### src/rtl/timer_display_decoder.sv
// timer_display_decoder
// Turns the countdown timer's binary seconds and run state into four mm:ss BCD
// digits plus colon/blank attributes for the VGA character renderer. A
// conversion starts on each frame_start pulse. The FSM is idle when it starts.
// The conversion uses repeated subtraction, one step per cycle. All outputs
// update together in a single commit cycle.
//
// Ports:
//   clk          system clock, rising edge
//   rst_n        synchronous active-low reset
//   time_in      remaining seconds, unsigned (clamped to MAX_SECONDS)
//   state_in     00 counting, 01 stopped, 10 (as 01), 11 finished
//   frame_start  one-cycle pulse at start of vertical blank
//   min_tens, min_units, sec_tens, sec_units   BCD digits
//   colon_on     draw the colon glyph
//   blank_digits suppress all digit glyphs
//   digits_valid one-cycle pulse when new outputs commit
//   busy         conversion in progress
//
// Build option: define TIMER_DISPLAY_BLINK_EN to enable the frame counter and
// the blinking colon/digit attributes. When it is undefined, the colon is always
// on and the digits are never blanked.

module timer_display_decoder #(
  parameter int unsigned MAX_SECONDS       = 5999,
  parameter int unsigned BLINK_FRAMES_LOG2 = 5
) (
  input  logic        clk,
  input  logic        rst_n,
  input  logic [15:0] time_in,
  input  logic [1:0]  state_in,
  input  logic        frame_start,
  output logic [3:0]  min_tens,
  output logic [3:0]  min_units,
  output logic [3:0]  sec_tens,
  output logic [3:0]  sec_units,
  output logic        colon_on,
  output logic        blank_digits,
  output logic        digits_valid,
  output logic        busy
);

  localparam int unsigned REM_W  = 13;
  localparam int unsigned MINQ_W = 7;
  localparam int unsigned CNT_W  = BLINK_FRAMES_LOG2 + 1;

  localparam logic [REM_W-1:0]  REM_SIXTY = REM_W'(60);
  localparam logic [REM_W-1:0]  REM_TEN   = REM_W'(10);
  localparam logic [MINQ_W-1:0] MINQ_TEN  = MINQ_W'(10);
  localparam logic [15:0]       MAX_TIME  = 16'(MAX_SECONDS);

  // Capture happens on the IDLE exit edge itself, so MIN is the first working state.
  typedef enum logic [2:0] {
    S_IDLE,
    S_MIN,
    S_SECT,
    S_MINT,
    S_COMMIT
  } state_t;

  state_t state_q, state_d;

  logic [REM_W-1:0]  rem_q;
  logic [MINQ_W-1:0] minq_q;
  logic [3:0]        sect_q;
  logic [3:0]        mint_q;
  logic [1:0]        st_q;
  logic              start_c;
  logic              finished_c;
  logic [REM_W-1:0]  clamped_c;

  assign start_c    = (state_q == S_IDLE) && frame_start && !busy;
  assign finished_c = (st_q == 2'b11);
  assign clamped_c  = (time_in > MAX_TIME) ? REM_W'(MAX_SECONDS) : REM_W'(time_in);

`ifdef TIMER_DISPLAY_BLINK_EN
  logic [CNT_W-1:0] frame_cnt_q;
  logic             phase_q;

  // Frame counter advances on every frame, busy or not.
  always_ff @(posedge clk) begin
    if (!rst_n) begin
      frame_cnt_q <= '0;
    end else if (frame_start) begin
      frame_cnt_q <= frame_cnt_q + CNT_W'(1);
    end
  end
`else
  assign colon_on     = 1'b1;
  assign blank_digits = 1'b0;
`endif

  // State register
  always_ff @(posedge clk) begin
    if (!rst_n) begin
      state_q <= S_IDLE;
    end else begin
      state_q <= state_d;
    end
  end

  // Next-state logic: each phase stays put while a subtraction is still due.
  always_comb begin
    state_d = state_q;
    case (state_q)
      S_IDLE:   if (start_c) state_d = S_MIN;
      S_MIN:    if (rem_q < REM_SIXTY) state_d = S_SECT;
      S_SECT:   if (rem_q < REM_TEN) state_d = S_MINT;
      S_MINT:   if (minq_q < MINQ_TEN) state_d = S_COMMIT;
      S_COMMIT: state_d = S_IDLE;
      default:  state_d = S_IDLE;
    endcase
  end

  // Datapath and registered outputs
  always_ff @(posedge clk) begin
    if (!rst_n) begin
      rem_q        <= '0;
      minq_q       <= '0;
      sect_q       <= '0;
      mint_q       <= '0;
      st_q         <= '0;
      min_tens     <= '0;
      min_units    <= '0;
      sec_tens     <= '0;
      sec_units    <= '0;
      digits_valid <= 1'b0;
      busy         <= 1'b0;
`ifdef TIMER_DISPLAY_BLINK_EN
      phase_q      <= 1'b0;
      colon_on     <= 1'b1;
      blank_digits <= 1'b0;
`endif
    end else begin
      digits_valid <= 1'b0;
      case (state_q)
        S_IDLE: begin
          if (start_c) begin
            rem_q  <= clamped_c;
            minq_q <= '0;
            sect_q <= '0;
            mint_q <= '0;
            st_q   <= state_in;
            busy   <= 1'b1;
`ifdef TIMER_DISPLAY_BLINK_EN
            phase_q <= frame_cnt_q[BLINK_FRAMES_LOG2];
`endif
          end
        end
        S_MIN: begin
          if (rem_q >= REM_SIXTY) begin
            rem_q  <= rem_q - REM_SIXTY;
            minq_q <= minq_q + MINQ_W'(1);
          end
        end
        S_SECT: begin
          if (rem_q >= REM_TEN) begin
            rem_q  <= rem_q - REM_TEN;
            sect_q <= sect_q + 4'd1;
          end
        end
        S_MINT: begin
          if (minq_q >= MINQ_TEN) begin
            minq_q <= minq_q - MINQ_TEN;
            mint_q <= mint_q + 4'd1;
          end
        end
        S_COMMIT: begin
          // Finished state always reads 00:00 whatever the captured time was.
          min_tens     <= finished_c ? 4'd0 : mint_q;
          min_units    <= finished_c ? 4'd0 : minq_q[3:0];
          sec_tens     <= finished_c ? 4'd0 : sect_q;
          sec_units    <= finished_c ? 4'd0 : rem_q[3:0];
          digits_valid <= 1'b1;
          busy         <= 1'b0;
`ifdef TIMER_DISPLAY_BLINK_EN
          case (st_q)
            2'b00: begin
              colon_on     <= ~phase_q;
              blank_digits <= 1'b0;
            end
            2'b11: begin
              colon_on     <= phase_q;
              blank_digits <= phase_q;
            end
            default: begin
              colon_on     <= 1'b1;
              blank_digits <= phase_q;
            end
          endcase
`endif
        end
        default: ;
      endcase
    end
  end

endmodule

### config.mk
export PLATFORM = sky130hd
export DESIGN_NAME = timer_display_decoder
export DESIGN_NICKNAME = d
export VERILOG_FILES = /design/src/rtl/timer_display_decoder.sv
export SDC_FILE = /design/constraint.sdc
export NUM_CORES = 1
export LEC_CHECK = 0
export BUFFER_PORTS_ARGS = -buffer_cell sky130_fd_sc_hd__buf_2
export CORE_MARGIN = 2
export CORE_UTILIZATION = 35
export CTS_CLUSTER_SIZE = 12
export DETAILED_ROUTE_END_ITERATION = 16
export GPL_ROUTABILITY_DRIVEN = 0
export PLACE_DENSITY = 0.55
export SYNTH_ARGS = -nofsm -noshare
export SYNTH_HDL_FRONTEND = slang
export SYNTH_SLANG_ARGS = --single-unit
### constraint.sdc
create_clock -name clk -period 2.6 [get_ports clk]
set_input_delay 0 -clock clk [delete_from_list [all_inputs] [get_ports clk]]
set_output_delay 0 -clock clk [all_outputs]
set_load 0.1 [all_outputs]
======== Yosys cells after proc, flatten, opt, wreduce, memory -nomap -nowiden ========
Index checks and enable logic that the tools add are counted.
cells by class
  add/sub/neg operators ................... 6
  magnitude comparators ................... 7
  equality and inequality tests ........... 12
  mux-type cells .......................... 26
  reductions and logical operators ........ 16
operators by type and width
  cell                     number
  $mux W13                 4
  $pmux W13 S3             1
  $mux W4                  7
  $mux W7                  3
  $pmux W7 S3              1
  $gt A16 B13 Y1 const B   1
  $pmux W4 S2              2
  $ne A2 B2 Y1 const B     7
  $ge A13 B4 Y1 const B    1
  $ge A13 B6 Y1 const B    1
  $lt A13 B4 Y1 const B    1
  $lt A13 B6 Y1 const B    1
  $sub A13 B4 Y13 const B  1
  $sub A13 B6 Y13 const B  1
  $mux W3                  4
  $pmux W3 S4              1
  $reduce_and A4 Y1        3
  $add A4 B1 Y4 const B    2
  $add A7 B1 Y7 const B    1
  $ge A7 B4 Y1 const B     1
  $lt A7 B4 Y1 const B     1
  $sub A7 B4 Y7 const B    1
  $eq A3 B2 Y1 const B     2
  $reduce_and A3 Y1        2
  other kinds (11)         17
storage, ports and cells
  flip-flop bits (word level) ............. 51
  input bits .............................. 21
  output and inout bits ................... 20

======== Longest topological paths before layout ========
Gate-level depths: netlist of run 1.
  word-level depth ........................ 5
  gate-level depth with buffers ........... 8

======== Least setup slack after synthesis of run 1 ========
No wires, ideal clock.
  path kind ............................... reg2reg
  from .................................... register busy
  to ...................................... register mint_q[3]
  data arrival time ....................... 2.207 ns
  path slack .............................. 0.334 ns
  cell stages (with the launch flop) ...... 7
  buffers on the path ..................... 1
  period minus slack after synthesis ...... 2.266 ns
  cells stage by stage .................... dfxtp_1 > nand2b_1 > nand2b_1 > clkbuf_1 > nand2_1 > or4_1 > nand2_1
between the ends
  cells in the longest elaborated chain, start to end .. 4
RTL lines
  item                         line  text
  from (decl)                  40    output logic busy
  from (signal assigned)       128   busy <= 1'b0;
  from (signal assigned)       144   busy <= 1'b1;
  from (signal assigned)       175   busy <= 1'b0;
  $logic_not A1 Y1             72    assign start_c = (state_q == S_IDLE) && frame_start && !busy;
  $logic_and A1 B1 Y1          72
  $ne A2 B2 Y1 (no line)       n/a
  $reduce_and A3 Y1 (no line)  n/a
  to (signal assigned)         165   mint_q <= mint_q + 4'd1;
  to (decl)                    66    logic [3:0] mint_q;
No other way between the ends.
A chain may end at the register's enable or synchronous reset.

======== Worst setup path in the final report of run 1 ========
  from .................................... register rem_q[7]
  to ...................................... register rem_q[10]
between the ends
  cells in the longest elaborated chain, start to end .. 3
  elaborated cells between the ends (all ways) .. 10
RTL lines
  item                                                      line  text
  from (decl)                                               63    logic [REM_W-1:0] rem_q;
  from (signal assigned)                                    139   rem_q <= clamped_c;
  from (signal assigned)                                    152   rem_q <= rem_q - REM_SIXTY;
  from (signal assigned)                                    158   rem_q <= rem_q - REM_TEN;
  $sub A13 B4 Y13 (tied with other cells)                   158
  $mux W13 (tied with other cells)                          157   if (rem_q >= REM_TEN) begin
  $pmux W13 S3 / $reduce_and A4 Y1 (equally long branches)  n/a
Several ways; a longest one is shown, not always the timed one. The select of a mux whose other input is x is not followed.

==> results.py, run 1 <==
metrics = {
    "logic_synthesis": {
        "ys_ff_latch": 51,
        "synth_top_cells_by_area": "dfxtp_1, a22o_1, ha_1",
        "syn_inst": 343,
        "yosysMostFrequentCell": "dfxtp_1",
        "synth.top_cell.area_share": 0.343,
        "ys.warnings.count": 0,
        "synth_seq_area_share": 0.343,
        "ys_types": 70,
        "synth.avg_cell_area_um2": 8.69,
        "synth_top_area_cell": "dfxtp_1",
        "async_reset_ff_frac": 0,
        "synthAdderAreaFrac": 0.0420,
        "synth_ff_type": "dfxtp_1",
        "synth_common_cells": "dfxtp_1, nor2_1, o21ai_0",
        "synth.area.mux_share": 0.0181,
        "synth_compound_area_frac": 0.308,
        "synth-simple-area-share": 0.214,
        "synth_nets": 374,
        "synth_top_family_by_area": "compound AO/OA/AOI/OAI gates",
        "synth-edff-count": 0,
        "synth-xor-area-share": 0.0118,
        "synth_area_mm2": 0.00298,
    },
    "floorplanning": {
        "pin_count": 41,
        "design.core.area_mm2": 0.00822,
        "fp.dieArea_mm2": 0.00927,
        "start_util": 0.363,
        "row_count": 33,
        "die_h_um": 96.3,
        "chipWidth_um": 96.3,
    },
    "grt": {
        "grt_max_degree": 26,
        "grt_overflow": 0,
        "grt_pass1_vias": 2549,
        "track_usage": 0.179,
        "antenna_found_initial": 0,
        "grt_pass1_wl_mm": 12.9,
    },
    "clock_tree": {
        "clockBufferDepth": 2,
        "postCtsSetupBuffers": 0,
        "cts-buffers-inserted": 5,
        "cts_tree": "built",
        "cts_sinks": 51,
        "clock_latency_ps": 310,
        "cts_max_level": 2,
        "path_clk_slew_ps": 100,
        "cts_root_buf": "clkbuf_8",
    },
    "hold_path": {
        "hp-class": "in -> reg",
        "worstHoldStart": "rst_n",
    },
    "power_and_ir_drop": {
        "p_seq_frac": 0.370,
        "clkPwrFrac": 0.209,
        "p_int_mw": 1.58,
        "leakage_nw": 1.34,
        "pwr-share-comb": 0.421,
        "p_sw_frac": 0.400,
        "p_per_area_mw_per_mm2": 764,
        "switchingPower_mw": 1.05,
        "ir_worst_vdd_uv": 210,
    },
    "route": {
        "ant_nets": 0,
        "firstDrtPassIters": 4,
        "drc": 0,
        "wl_per_cell_um": 16.4,
        "viasPerCell": 5.70,
        "routed_wl_mm": 8.06,
        "vias": 2794,
        "drt-initial-drc-count": 247,
    },
    "critical_path": {
        "cp-startpoint": "rem_q[7]",
        "reg2reg_from": "rem_q[7]",
        "crit_type": "reg -> reg",
        "worstPathArrival_ps": 2700,
        "startpoint_type": "flop",
        "crit_path_max_fanout": 8,
        "end_kind": "flop",
        "worst_path_max_delay_cell": "or4_1",
        "required_ps": 2810,
        "cp_cell_sequence": "or4_4 > or4_1 > o21ai_4 > buf_4 > a211oi_1 > o221a_1",
        "slowest_delay_ps": 620,
        "crit_buf_inv": 1,
        "crit_family": "simple AND/OR/NAND/NOR gates",
    },
    "sta": {
        "drv_slew": 0,
        "rsz0062_at_grt": "no",
        "tightest_slew_ps": 741,
        "finalHoldViolCount": 0,
        "period_needed_ps": 2490,
        "skew_ps": 13.2,
        "setup_tns_ps": 0,
        "fin_crit_sh": 0.958,
        "maxSlewHeadroom": 0.505,
        "finalSetupViolations": 0,
        "timing.fmax_ghz": 0.402,
    },
    "cells_and_area": {
        "nets": 416,
        "antenna_cells": 0,
        "synthToLayoutAreaGrowth_pct": 15.6,
        "drive_gt1_frac": 0.213,
        "utilization": 0.419,
        "fillers": 844,
    },
    "job": {
        "maxCapViolations": 0,
    },
    "outcome": {
        "status": "finished clean",
    },
    "place": {
        "hpwl_mm": 5.87,
        "io_buffers": 38,
    },
}
power groups by stage:
stage               Combinational (mW)  Clock [mW]  Sequential, mW
floorplan                        0.856           0           0.968
global placement                  1.09           0           0.987
detailed placement                1.09           0           0.989
CTS                               1.10       0.566           0.970
global route                      1.23       0.592           0.987
finish                            1.11       0.549           0.972
path summary, 6_finish.rpt:
kind         cells past startpoint  slack, ps            to
max                              6        110     rem_q[10]
min                              2         40  digits_valid
max reg2reg                      6        110     rem_q[10]
min reg2reg                      1        480   min_tens[2]
cell usage in the layout (no fill, tap or decap), types with 4 or more instances in the layout:
| master | instances |
|---|---|
| dfxtp_1 | 51 |
| buf_2 | 38 |
| nor2_1 | 21 |
| o21ai_0 | 20 |
| nand2_1 | 19 |
| buf_4 | 19 |
| a21oi_1 | 18 |
| a22o_1 | 16 |
| nor3_1 | 14 |
| nand3_1 | 10 |
| ha_1 | 10 |
| inv_1 | 8 |
| nand4_1 | 8 |
| nand2b_1 | 7 |
| nor2b_1 | 6 |
| nor3b_1 | 5 |
| o211ai_1 | 5 |
| clkbuf_8 | 5 |
| or2_2 | 4 |
| a31oi_1 | 4 |
| o21a_1 | 4 |
| o311ai_0 | 4 |
| dlygate4sd3_1 | 4 |
per-layer routing:
layer  share of wire  vias up  wire length [um]  global-route usage
met5               0        -                 0                   0
met4          0.0063        0                51              0.0321
met3           0.046        5               370              0.0337
met2            0.45       85              3590               0.282
met1            0.50     1311              4040               0.255
li1                -     1393                 -                   -
state kept, by name (all words and copies together), names as in the netlist:
| register | cells |
|---|---|
| rem_q | 13 |
| digits_valid | 1 |
| sect_q | 4 |
| min_units | 4 |
| mint_q | 4 |
| sec_tens | 4 |
| st_q | 2 |
| sec_units | 4 |
| minq_q | 7 |
| min_tens | 4 |
| state_q | 3 |
| busy | 1 |
cell families after synthesis:
logic type / count (synthesis)
AO/OA/AOI/OAI: 120
AND/OR/NAND/NOR: 117
flip-flops: 51
buffers and inverters: 35
adder cells (fa/ha/maj): 10
XOR/XNOR: 4
multiplexers: 4
other: 2
worst reg2reg max path, cell delays in order, from the launching register on:
cell      delay, ps
dfxtp_1         360
or4_4           560
or4_1           620
o21ai_4         330
buf_4           210
a211oi_1         60
o221a_1         250
cell type report:
cell class	count	area, um^2	area share
multi-input combinational	257	1780	0.516
sequential	51	1020	0.297
timing repair buffer	61	373	0.108
tap	105	131	0.0382
clock buffer	5	68.8	0.0200
clock inverter	2	37.5	0.0109
inverter	9	33.8	0.00981
stage by stage:
step / instances / power (mW) / cell area [um^2] / setup WS (ps) / hold WS [ps]
final: 490 / 2.63 / 3440 / 110 / 41.2
after floorplan: 343 / 1.82 / 2980 / 334 / 144
after detailed placement: 479 / 2.08 / 3300 / 150 / 248
after global placement: 479 / 2.08 / 3300 / 178 / 232
after CTS: 490 / 2.63 / 3440 / 124 / 29.4
after global routing: 490 / 2.81 / 3440 / 16.8 / 43.5
repair_timing:
action	in CTS	in global routing
hold buffers	4	0
endpoints found under the hold margin	4	0
gates resized for setup	0	0
(Power assumes the default switching activity.)
==> run 2: changes to the inputs <==
PLACE_DENSITY = unset   (was 0.55)
==> results.py, run 2 (synthesis results as in run 1) <==
metrics = {
    "power_and_ir_drop": {
        "pwr-share-comb": 0.407,
        "ir_worst_vdd_uv": 267,
        "p_int_mw": 1.58,
        "leakage_nw": 1.34,
        "p_seq_frac": 0.379,
        "switchingPower_mw": 1.05,
        "p_per_area_mw_per_mm2": 764,
        "p_sw_frac": 0.399,
        "clkPwrFrac": 0.215,
    },
    "cells_and_area": {
        "largest_reg_flops": 13,
        "utilization": 0.418,
        "nets": 414,
        "reg.largest.list": "rem_q: 13 flops, minq_q: 7 flops",
        "antenna_cells": 0,
        "drive_gt1_frac": 0.211,
        "final_common_cell": "dfxtp_1",
        "synthToLayoutAreaGrowth_pct": 15.3,
        "largest-register": "rem_q",
        "mostFrequentLayoutCells": "dfxtp_1, buf_2, nor2_1, o21ai_0, nand2_1",
        "fillers": 835,
    },
    "grt": {
        "grt_overflow": 0,
        "grt_pass1_vias": 2611,
        "antenna_found_initial": 0,
        "grt_max_degree": 26,
        "track_usage": 0.178,
        "grt_pass1_wl_mm": 13.0,
    },
    "critical_path": {
        "r2r-end": "rem_q[9]",
        "worstPathArrival_ps": 2580,
        "reg2reg_from": "rem_q[7]",
        "crit_path_max_fanout": 8,
        "required_ps": 2800,
        "r2r_setup_slack_ps": 220,
        "ff2ff_path_depth": 6,
        "cp-startpoint": "rem_q[7]",
        "startpoint_type": "flop",
        "end_kind": "flop",
        "crit_type": "reg -> reg",
    },
    "hold_path": {
        "worstHoldStart": "rst_n",
        "worstHoldPathCells": 2,
        "hp-class": "in -> reg",
        "holdPathEnd": "digits_valid",
    },
    "floorplanning": {
        "row_count": 33,
        "pin_count": 41,
        "chipWidth_um": 96.3,
        "design.core.area_mm2": 0.00822,
        "die_h_um": 96.3,
        "fp.dieArea_mm2": 0.00927,
        "start_util": 0.363,
    },
    "sta": {
        "maxSlewHeadroom": 0.490,
        "rsz0062_at_grt": "no",
        "setup_tns_ps": 0,
        "drv_slew": 0,
        "period_needed_ps": 2380,
        "finalHoldViolCount": 0,
        "tightest_slew_ps": 763,
        "timing.fmax_ghz": 0.420,
        "fin_crit_sh": 0.915,
        "finalSetupViolations": 0,
        "skew_ps": 10.8,
    },
    "clock_tree": {
        "clockBufferDepth": 2,
        "path_clk_slew_ps": 90,
        "postCtsSetupBuffers": 0,
        "clock_latency_ps": 310,
        "cts_max_level": 2,
        "cts-buffers-inserted": 5,
        "cts_tree": "built",
        "cts_sinks": 51,
        "cts_root_buf": "clkbuf_8",
    },
    "route": {
        "drc": 0,
        "viasPerCell": 5.83,
        "firstDrtPassIters": 4,
        "vias": 2852,
        "ant_nets": 0,
        "routed_wl_mm": 7.99,
        "drt-initial-drc-count": 205,
        "wl_per_cell_um": 16.3,
    },
    "place": {
        "hpwl_mm": 5.79,
        "io_buffers": 38,
    },
    "outcome": {
        "status": "finished clean",
    },
    "job": {
        "maxCapViolations": 0,
    },
}
## run 2: cell count changes in the layout (fill, tap and decap cells not counted)
cell / previous run / this run
buf_4: 19 / 17
clkinv_2: 0 / 1
clkinv_4: 0 / 1
clkinvlp_4: 1 / 0
## run 2: power by group through the flow
stage	logic, mW	registers [mW]	clock network [mW]
3_5_place_dp	1.05	1.01	0
5_1_grt	1.18	1.01	0.606
6_report	1.07	0.994	0.563
3_3_place_gp	1.04	1.01	0
2_1_floorplan	0.856	0.968	0
4_1_cts	1.06	0.991	0.578
## run 2: how the worst max path moves through the flow
| stage | cells past startpoint | slack [ps] | endpoint |
|---|---|---|---|
| 3_5_place_dp | 6 | 250 | rem_q[9] |
| 3_3_place_gp | 7 | 280 | rem_q[2] |
| 4_1_cts | 6 | 230 | rem_q[9] |
| 6_report | 6 | 220 | rem_q[9] |
| 5_1_grt | 7 | 120 | rem_q[2] |
| 2_1_floorplan | 6 | 330 | mint_q[3] |
## run 2: routing by layer
metal  part of all wire  track usage  up-vias
li1                   -            -     1392
met1               0.49        0.259     1341
met2               0.43        0.273      117
met3              0.070       0.0321        2
met4             0.0039       0.0405        0
met5                  0            0        -
## run 2: worst max-delay path, stage by stage (launching register included)
cell	delay, ps
dfxtp_1	350
or4_4	550
or4_1	550
o21ai_4	300
buf_4	210
a211oi_1	60
o221a_2	250
## run 2: timing repair
| action | in CTS | in global routing |
|---|---|---|
| hold buffers | 4 | 0 |
| hold endpoints to repair | 4 | 0 |
| resized for setup | 0 | 0 |
## run 2: cell type report
type                       count  area, um^2  share of cell area
sequential                    51        1020               0.297
inverter                       9        33.8             0.00984
tap                          105         131              0.0383
clock buffer                   5        68.8              0.0200
clock inverter                 3        43.8              0.0128
multi-input combinational    257        1780               0.518
timing repair buffer          59         358               0.104
## run 2: stage by stage
stage                     instance area, um^2  std cells  hold slack [ps]  setup WS [ps]  power [mW]
after floorplan                          2980        343              144            334        1.82
after global placement                   3280        477              236            276        2.05
after detailed placement                 3280        477              243            254        2.06
after CTS                                3430        489             16.1            232        2.62
after global routing                     3430        489             23.7            120        2.80
final                                    3430        489             23.7            220        2.62
